### config.mk
export PLATFORM = sky130hd
export DESIGN_NAME = pipe_reg_if_id_hs
export DESIGN_NICKNAME = d
export VERILOG_FILES = /design/src/rtl/pipe_reg_if_id_hs.sv
export SDC_FILE = /design/constraint.sdc
export NUM_CORES = 1
export LEC_CHECK = 0
export BUFFER_PORTS_ARGS = -buffer_cell sky130_fd_sc_hd__buf_2
export CAP_MARGIN = 20
export CORE_UTILIZATION = 53
export DETAILED_ROUTE_END_ITERATION = 6
export GPL_TIMING_DRIVEN = 0
export PLACE_DENSITY = 0.79
export SLEW_MARGIN = 15
export SYNTH_ARGS = -nofsm -noshare
export SYNTH_HDL_FRONTEND = slang
export SYNTH_SLANG_ARGS = --single-unit
### constraint.sdc
create_clock -name clk -period 3.75 [get_ports clk]
set_input_delay 0.1875 -clock clk [delete_from_list [all_inputs] [get_ports clk]]
set_output_delay 0.1875 -clock clk [all_outputs]
set_load 0.01 [all_outputs]
### src/rtl/pipe_reg_if_id_hs.sv
// pipe_reg_if_id_hs: IF/ID pipeline register with valid/ready handshake, two-entry skid buffer and flush
module pipe_reg_if_id_hs #(
  parameter int B = 32,
  parameter int PC_W = 32,
  parameter logic [B-1:0] NOP_INSTR = 32'h00000000,
  parameter int CNT_W = 16
) (
  input  logic             clk,
  input  logic             rst_n,
  input  logic             flush,
  input  logic             in_valid,
  output logic             in_ready,
  input  logic [PC_W-1:0]  pc_incrementado_in,
  input  logic [B-1:0]     instruction_in,
  output logic             out_valid,
  input  logic             out_ready,
  output logic [PC_W-1:0]  pc_incrementado_out,
  output logic [B-1:0]     instruction_out,
  output logic [1:0]       occupancy,
  output logic [CNT_W-1:0] flush_drops
);
  logic [1:0] count_q, count_d;
  logic [PC_W-1:0] head_pc_q, head_pc_d, skid_pc_q, skid_pc_d;
  logic [B-1:0] head_ins_q, head_ins_d, skid_ins_q, skid_ins_d;
  logic [CNT_W-1:0] drops_q, drops_d;
  logic push, pop;
  logic [1:0] inc;
  logic [CNT_W:0] sum;
  assign out_valid = count_q != 2'd0;
  assign in_ready = count_q != 2'd2;
  assign push = in_valid & in_ready;
  assign pop = out_valid & out_ready;
  assign occupancy = count_q;
  assign flush_drops = drops_q;
  assign pc_incrementado_out = out_valid ? head_pc_q : '0;
  assign instruction_out = out_valid ? head_ins_q : NOP_INSTR;
  // Beats lost to a flush: everything stored plus any beat taken this cycle, minus one popped to decode.
  assign inc = count_q + {1'b0, push} - {1'b0, pop};
  assign sum = {1'b0, drops_q} + (CNT_W+1)'(inc);
  // Next state: flush wins over push/pop; a lone push fills head first, then skid; a pop promotes skid.
  always_comb begin
    count_d = count_q;
    head_pc_d = head_pc_q;
    head_ins_d = head_ins_q;
    skid_pc_d = skid_pc_q;
    skid_ins_d = skid_ins_q;
    drops_d = drops_q;
    if (flush) begin
      count_d = 2'd0;
      drops_d = sum[CNT_W] ? '1 : sum[CNT_W-1:0];
    end else if (push && (pop || count_q == 2'd0)) begin
      head_pc_d = pc_incrementado_in;
      head_ins_d = instruction_in;
      count_d = 2'd1;
    end else if (push) begin
      skid_pc_d = pc_incrementado_in;
      skid_ins_d = instruction_in;
      count_d = 2'd2;
    end else if (pop) begin
      head_pc_d = skid_pc_q;
      head_ins_d = skid_ins_q;
      count_d = count_q - 2'd1;
    end
  end
  // State registers with synchronous active-low reset that clears contents without counting drops.
  always_ff @(posedge clk) begin
    if (!rst_n) begin
      count_q <= 2'd0;
      head_pc_q <= '0;
      head_ins_q <= NOP_INSTR;
      skid_pc_q <= '0;
      skid_ins_q <= NOP_INSTR;
      drops_q <= '0;
    end else begin
      count_q <= count_d;
      head_pc_q <= head_pc_d;
      head_ins_q <= head_ins_d;
      skid_pc_q <= skid_pc_d;
      skid_ins_q <= skid_ins_d;
      drops_q <= drops_d;
    end
  end
endmodule

==> run metrics, run 1 <==
top_reg_cell synth dfxtp_1; worst reg2reg path startpoint occupancy[0]$_SDFFE_PP0P_; Syn Nets 833; ys async rst share 0; Routed Antenna Nets 0; initial antenna violation count 0; Slew Viols, Final 0; IO Pins 153; post-synthesis compound-gate area fraction 0.228; CTS tree yes; vias in the first global route 5426; RSZ-0062 raised after global routing no; Slew @ Worst Pin 0.706 ns; Met1 Routed Length 7.57 mm; Post-CTS Setup Repair Bufs 0; DR WL/cell 15.1 um; syn avg cell area 8.27 um2; full die area 12200 um2; first-pass GRT wire length 26.7 mm; Yosys cell types 38; skew final 0.00451 ns; Critical Path Sink Type flop; Pwr per Cell Area 471 nW/um2; Worst-path clk slew 0.06 ns; post-route clock period utilization 0.936; DRC errors left 0; fmax 285 MHz; later-pin clock latency in the skew report 0.43 ns; width of the die 111 um; CTS Buffer Depth 2; TritonCTS Buffers 17; All-Layer GR Usage 0.273; Die H 111 um; Synth warnings 0; max-cap viol count 0; GR Overflow Total 0; largest net degree at the start of global routing 21; 1st-iter DRT viols 402; cell area after layout 7810 um2; Core ar. 11500 um2; final setup vio count 0; EDFF count, synth 0; vias per inst 5.48; WS Path Type flop to flop; simple-gate share of the synthesized area 0.220; Post-Synth XOR/XNOR Area 0.0126; Adder-Cell Fraction of Synth Area 0.0172; outcome finished clean; Routed WL 16.4 mm; CP required 4.10 ns; Critical Path AT 3.86 ns; Hold Vio Cnt, Final 0; Util after Layout 0.681; sequential area share after synthesis 0.468; Slew HR 0.525; Max FO, Critical Path 20; most common cell after layout, fill and taps aside buf_2; Top Metal Used met4; final setup margin 0.241 ns; FILL cells 983; main combinational cell family by area after synthesis compound AO/OA/AOI/OAI gates; placed inst area 7190 um2; DR vias 5949; register area 2920 um2; CP Launch Point occupancy[0]$_SDFFE_PP0P_; HPWL after detailed placement 11.2 mm; WL met3 1.01 mm; Total Nets Final 1007; # H-tree levels 4; hold path start pc_incrementado_in[9]; leakage power total 3.05 nW; clock root buffer master clkbuf_16; VDD IR max 0.468 mV; commonest non-fill, non-tap cells in the layout buf_2 (162), dfxtp_1 (146), nand2_1 (136); Worst Setup Start Kind flop; synthesis-stage register bit count 146; min Tclk post-route 3.51 ns; Place WS -0.377 ns; n_diodes 0; Worst Hold Class input pin to flop; IO buf count 151; CTS sink count 146; Mapped Cells 756; post-synthesis mux area share 0.00801; synthesized area 6250 um2; DR WL met2 7.63 mm; drt pass-1 iters 5; synth-to-layout area growth 24.9%; Multi-input gate area 3060 um2; cell row count 39; share of layout cells above drive strength 1 0.212; Initial Util 0.545; global placement routability congestion 0.798
## cells in the mapped netlist, types with 2 or more instances
master	count	area, um2
dfxtp_1	146	2920
nand2_1	136	510
a21oi_1	80	400
nor2_1	71	267
a211oi_1	67	503
nor2b_1	65	407
a22oi_1	61	458
clkbuf_1	51	191
buf_2	12	60.1
xnor2_1	8	70.1
ha_1	7	87.6
inv_1	7	26.3
mux2i_1	5	50.1
nand3_1	5	25.0
nor4_1	4	25.0
a31oi_1	3	18.8
nand2b_1	3	18.8
nor3_1	3	15.0
o21ai_0	2	10.0
or3_1	2	12.5
## cell type report
| cell class | instances | share of cell area |
|---|---|---|
| flip-flops and latches | 146 | 0.374 |
| repair buffers | 156 | 0.103 |
| clock inverters | 4 | 0.00288 |
| multi-input cells | 537 | 0.392 |
| clock buffers | 27 | 0.0670 |
| plain buffers | 64 | 0.0341 |
| well taps | 143 | 0.0229 |
| inverters | 8 | 0.00385 |
## flip-flops by register name, indices dropped and copies added (netlist names)
register and flops:
skid_ins_q 32, occupancy 2, flush_drops 16, head_ins_q 32, head_pc_q 32, skid_pc_q 32
## cells by family (layout without fill, tap and decap cells)
group | after synthesis | count (layout)
compound gates | 217 | 217
fa+ha+maj | 8 | 8
buf+inv | 73 | 259
flops | 146 | 146
mux | 5 | 5
xor+xnor | 9 | 9
simple gates | 298 | 298
## metrics by stage
step	TNS (ns)	hold WS, ns	instances	power [mW]
floorplan	0	0.321	756	1.97
global placement	-3.74	0.441	1050	2.13
detailed placement	-4.13	0.447	1050	2.13
CTS	0	0.0000266	1085	3.68
global route	0	0.00734	1085	3.82
finish	0	0.0131	1085	3.67
## report_power, final
group	internal (mW)	leakage, nW	switching, mW
Combinational	0.174	1.60	0.273
Clock	0.944	0.269	0.618
Sequential	1.63	1.19	0.0379
Total	2.75	3.05	0.929
## layer usage
layer  up-vias  track usage
li1       2975            -
met1      2769        0.370
met2       190        0.428
met3        15       0.0735
met4         0       0.0738
met5         -            0
## timing repair
action | CTS | global route
resized for setup | 2 | 6
hold endpoints to repair | 5 | 0
hold buffers | 5 | 0
setup endpoints to repair | 16 | 11
## final timing paths
path	endpoint	slack, ns	cells past startpoint
max	flush_drops[13]$_SDFFE_PN0P_	0.24	13
min	skid_pc_q[9]$_SDFFE_PN0P_	0.01	3
max reg2reg	flush_drops[13]$_SDFFE_PN0P_	0.24	13
min reg2reg	skid_ins_q[3]$_SDFFE_PN0P_	0.45	2
## critical path, cell delays in order, from the launching register on
cell and delay, ns:
dfxtp_1 0.37, inv_1 0.11, ha_1 0.23, nand2b_1 0.23, buf_6 0.21, ha_1 0.30, ha_1 0.19, xnor2_1 0.28
xnor2_2 0.13, ha_1 0.30, a21oi_1 0.14, or4_4 0.47, or3_1 0.32, a31oi_1 0.15
No activity file was read; power rests on OpenSTA's default activity.
==> run 2: changes to the inputs <==
- SETUP_SLACK_MARGIN: not set -> 0.3
==> run 2 against run 1 <==
Net effect:
- first-iteration DRC count shrank 11%
- die area unchanged
- final cell count unchanged
- critical endpoint unchanged
- largest cell class unchanged
==> run metrics, run 2 (synthesis results as in run 1) <==
Top Metal Used met4; first-pass GRT wire length 25.7 mm; CTS tree yes; Routed WL 16.1 mm; fmax 297 MHz; WHS 0.0167 ns; leakage power total 3.05 nW; most common cell after layout, fill and taps aside buf_2; vias per inst 5.49; CP required 4.10 ns; width of the die 111 um; post-route clock period utilization 0.898; share of layout cells above drive strength 1 0.225; min Tclk post-route 3.37 ns; Die H 111 um; Place WS -0.229 ns; initial antenna violation count 1; crit-path cells inv_1 -> ha_2 -> nand2b_4 -> buf_6 -> buf_8 -> ha_1 -> ha_2 -> xnor2_2 -> xnor2_2 -> ha_1 -> a21oi_2 -> or4_4 -> or3_1 -> a31oi_1; Worst Setup Start Kind flop; final setup vio count 0; CTS sink count 146; Worst Hold Class input pin to flop; Largest delay share family, worst path simple AND/OR/NAND/NOR gates; DRC errors left 0; HPWL after detailed placement 11.0 mm; DR vias 5956; Initial Util 0.545; drt pass-1 iters 5; global placement routability congestion 0.807; Total Nets Final 1006; Crit path depth 14; Hold Path Stages 3; GR Overflow Total 0; # H-tree levels 4; max-cap viol count 0; Slew Viols, Final 0; Worst Reg-to-Reg Cells 14; Slew HR 0.513; placed inst area 7190 um2; Hold Vio Cnt, Final 0; DR WL/cell 14.8 um; full die area 12200 um2; Slew @ Worst Pin 0.725 ns; CTS Buffer Depth 2; Worst Path Buf+Inv 3; synth-to-layout area growth 25.4%; VDD IR max 0.354 mV; IO Pins 153; largest net degree at the start of global routing 17; cell area after layout 7840 um2; All-Layer GR Usage 0.264; commonest non-fill, non-tap cells in the layout buf_2 (163), dfxtp_1 (144), nand2_1 (136); skew final 0.00270 ns; TritonCTS Buffers 17; total power 3.72 mW; Critical Path AT 3.71 ns; Critical Path Sink Type flop; outcome finished clean; Routed Antenna Nets 0; hold buffers post-CTS 0; IO buf count 151; 1st-iter DRT viols 359; FILL cells 959; cell row count 39; CP peak stage delay 0.57 ns; Slowest cell on crit path or4_4; later-pin clock latency in the skew report 0.42 ns; WS Path Type flop to flop; clock root buffer master clkbuf_16; RSZ-0062 raised after global routing no; Core ar. 11500 um2; Worst-path clk slew 0.06 ns; vias in the first global route 5254; DR WL met2 7.51 mm; Util after Layout 0.684; Met1 Routed Length 7.37 mm; final setup margin 0.382 ns; Max FO, Critical Path 11; Pwr per Cell Area 474 nW/um2; WL met3 966 um
==> run 2: cell count changes in the layout (fill, tap and decap cells not counted), sizes merged <==
| cell | delta |
|---|---|
| buf | +5 |
| dlygate4sd3 | -5 |
| clkbuf | -2 |
| bufinv | +1 |
| clkinv | +1 |
| clkinvlp | -1 |
| diode | +1 |
==> run 2: power breakdown <==
| part | total, mW | switching (mW) | internal (mW) |
|---|---|---|---|
| registers | 1.67 | 0.0376 | 1.63 |
| logic | 0.450 | 0.274 | 0.176 |
| clock network | 1.60 | 0.611 | 0.992 |
| total | 3.72 | 0.922 | 2.80 |
==> run 2: worst register-to-register path, stage by stage, from the launching register on <==
cell and delay (ns):
dfxtp_2 0.32, inv_1 0.08, ha_2 0.21, nand2b_4 0.16, buf_6 0.15, buf_8 0.14
ha_1 0.30, ha_2 0.19, xnor2_2 0.15, xnor2_2 0.15, ha_1 0.29, a21oi_2 0.09
or4_4 0.57, or3_1 0.33, a31oi_1 0.16
==> run 2: per-layer routing <==
metal / vias up / GRT usage
met1: 2757 / 0.361
met4: 0 / 0.100
met5: - / 0
met3: 20 / 0.0560
li1: 2974 / -
met2: 205 / 0.411
==> run 2: cell type report <==
cell class | count | area, um2 | share of cell area
Clock inverter | 5 | 50.0 | 0.00638
Timing Repair Buffer | 154 | 778 | 0.0993
Buffer | 65 | 282 | 0.0359
Antenna cell | 1 | 2.50 | 0.000319
Sequential cell | 146 | 2930 | 0.373
Clock buffer | 26 | 509 | 0.0650
Multi-Input combinational cell | 537 | 3080 | 0.393
Tap cell | 143 | 179 | 0.0228
Inverter | 8 | 30.0 | 0.00383
==> run 2: path summary, 6_finish.rpt <==
| kind | slack (ns) | end | start |
|---|---|---|---|
| setup / recovery | 0.38 | flush_drops[13]$_SDFFE_PN0P_ | occupancy[0]$_SDFFE_PP0P_ |
| setup reg to reg | 0.38 | flush_drops[13]$_SDFFE_PN0P_ | occupancy[0]$_SDFFE_PP0P_ |
| hold / removal | 0.02 | skid_pc_q[4]$_SDFFE_PN0P_ | pc_incrementado_in[4] |
| hold reg to reg | 0.45 | skid_pc_q[15]$_SDFFE_PN0P_ | skid_pc_q[15]$_SDFFE_PN0P_ |
==> run 2: per-stage QoR <==
step / TNS [ns] / cells
6_report: 0 / 1085
5_1_grt: 0 / 1085
4_1_cts: 0 / 1082
3_5_place_dp: -2.00 / 1050
3_3_place_gp: -1.07 / 1050
2_1_floorplan: 0 / 756
==> run 2: repair_timing <==
item | in CTS | in global routing
setup buffers | 1 | 2
resized for setup | 10 | 9
endpoints found under the setup margin | 16 | 16
pin swaps | 2 | 2
==> run 3: changes to the inputs <==
- CORE_ASPECT_RATIO: not set -> 1.5
- CORE_MARGIN: not set -> 2
- TNS_END_PERCENT: not set -> 30
==> run 3 against run 2 <==
Net effect:
- largest cell class unchanged
- count of clock-buffer cells in the layout fell by 7
- design area is 0.86% higher
- combinational power about the same
- register-to-register slack better by 0.08 ns
- critical endpoint unchanged
- critical path depth is the same
==> run metrics, run 3 (synthesis results as in run 1) <==
total power 3.90 mW; largest net degree at the start of global routing 17; 1st-iter DRT viols 307; All-Layer GR Usage 0.260; fmax 304 MHz; CP required 4.09 ns; global placement routability congestion 0.810; IO buf count 151; DR WL/cell 15.1 um; Worst Setup Start Kind flop; synth-to-layout area growth 26.5%; VDD IR max 0.347 mV; CTS Buffer Depth 2; Hold Vio Cnt, Final 0; Place WS -0.251 ns; Routed WL 16.5 mm; Worst-path clk slew 0.06 ns; skew final 0.00585 ns; GR Overflow Total 0; Die H 137 um; final setup vio count 0; HPWL after detailed placement 11.6 mm; RSZ-0062 raised after global routing no; Initial Util 0.542; Max FO, Critical Path 11; min Tclk post-route 3.29 ns; hold buffers post-CTS 0; IO Pins 153; Critical Path AT 3.63 ns; first-pass GRT wire length 26.2 mm; DRC errors left 0; initial antenna violation count 2; placed inst area 7200 um2; Slew HR 0.527; later-pin clock latency in the skew report 0.42 ns; full die area 12700 um2; Util after Layout 0.686; cell row count 48; share of layout cells above drive strength 1 0.228; Total Nets Final 1004; TritonCTS Buffers 17; WS Path Type flop to flop; max-cap viol count 0; setup TNS 0 ns; width of the die 92.7 um; outcome finished clean; most common cell after layout, fill and taps aside buf_2; CTS sink count 146; final setup margin 0.458 ns; Slew Viols, Final 0; DR vias 5945; drt pass-1 iters 5; Critical Path Sink Type flop; commonest non-fill, non-tap cells in the layout buf_2 (162), dfxtp_1 (144), nand2_1 (136); vias in the first global route 5574; Pwr per Cell Area 493 nW/um2; post-route clock period utilization 0.878; CTS tree yes; Routed Antenna Nets 0; # H-tree levels 4; FILL cells 1020; clock root buffer master clkbuf_16; leakage power total 3.08 nW; Worst Hold Class input pin to flop; Slew @ Worst Pin 0.704 ns; cell area after layout 7910 um2; Core ar. 11500 um2; vias per inst 5.45
## run 3: cell count changes in the layout (fill, tap and decap cells not counted), sizes merged
| cell | change |
|---|---|
| clkbuf | -6 |
| clkinv | +1 |
| inv | +1 |
| bufinv | +3 |
| clkinvlp | +3 |
| buf | -3 |
## run 3: cell type report
class	instances	area [um2]	share of cell area
Antenna cell	1	2.50	0.000317
Buffer	65	280	0.0354
Clock buffer	19	443	0.0560
Clock inverter	13	184	0.0233
Inverter	8	30.0	0.00380
Multi-Input combinational cell	537	3090	0.391
Sequential cell	146	2930	0.370
Tap cell	150	188	0.0237
Timing Repair Buffer	152	763	0.0965
## run 3: power breakdown
part / internal, mW / switching [mW] / total, mW
Clock: 1.13 / 0.657 / 1.79
Sequential: 1.63 / 0.0370 / 1.66
Combinational: 0.176 / 0.273 / 0.449
## run 3: through the flow
| step | hold WS, ns | std cells |
|---|---|---|
| after global routing | 0.0125 | 1091 |
| after detailed placement | 0.445 | 1057 |
| after CTS | 0.000227 | 1090 |
| after floorplan | 0.321 | 756 |
| after global placement | 0.440 | 1057 |
| final | 0.0113 | 1091 |
## run 3: worst paths after layout
path | slack, ns | cells after the start | startpoint | to
worst max-delay path | 0.46 | 14 | occupancy[0]$_SDFFE_PP0P_ | flush_drops[13]$_SDFFE_PN0P_
worst min-delay path | 0.01 | 3 | instruction_in[11] | skid_ins_q[11]$_SDFFE_PN0P_
worst max register to register | 0.46 | 14 | occupancy[0]$_SDFFE_PP0P_ | flush_drops[13]$_SDFFE_PN0P_
worst min register to register | 0.45 | 2 | skid_pc_q[7]$_SDFFE_PN0P_ | skid_pc_q[7]$_SDFFE_PN0P_
## run 3: what timing repair did
action / in CTS / in global routing
setup endpoints to repair: 16 / 15
gates resized for setup: 13 / 7
buffers inserted: 1 / 0
pin swaps: 4 / 3
## run 3: worst max-delay path, cell delays in order (launching register included)
cell	delay (ns)
dfxtp_2	0.36
inv_2	0.06
ha_2	0.19
nand2b_4	0.16
buf_6	0.15
buf_6	0.15
ha_1	0.30
ha_1	0.21
xnor2_2	0.15
xnor2_2	0.16
ha_1	0.30
a21oi_2	0.09
or4_4	0.45
or3_1	0.32
a31oi_1	0.15
## run 3: routing by layer
layer	wire, um	global-route usage	share of wire	up-vias
met3	783	0.0584	0.048	31
li1	-	-	-	2972
met1	6550	0.293	0.40	2771
met5	13	0	0.00079	-
met2	8760	0.479	0.53	169
met4	355	0.0899	0.022	2
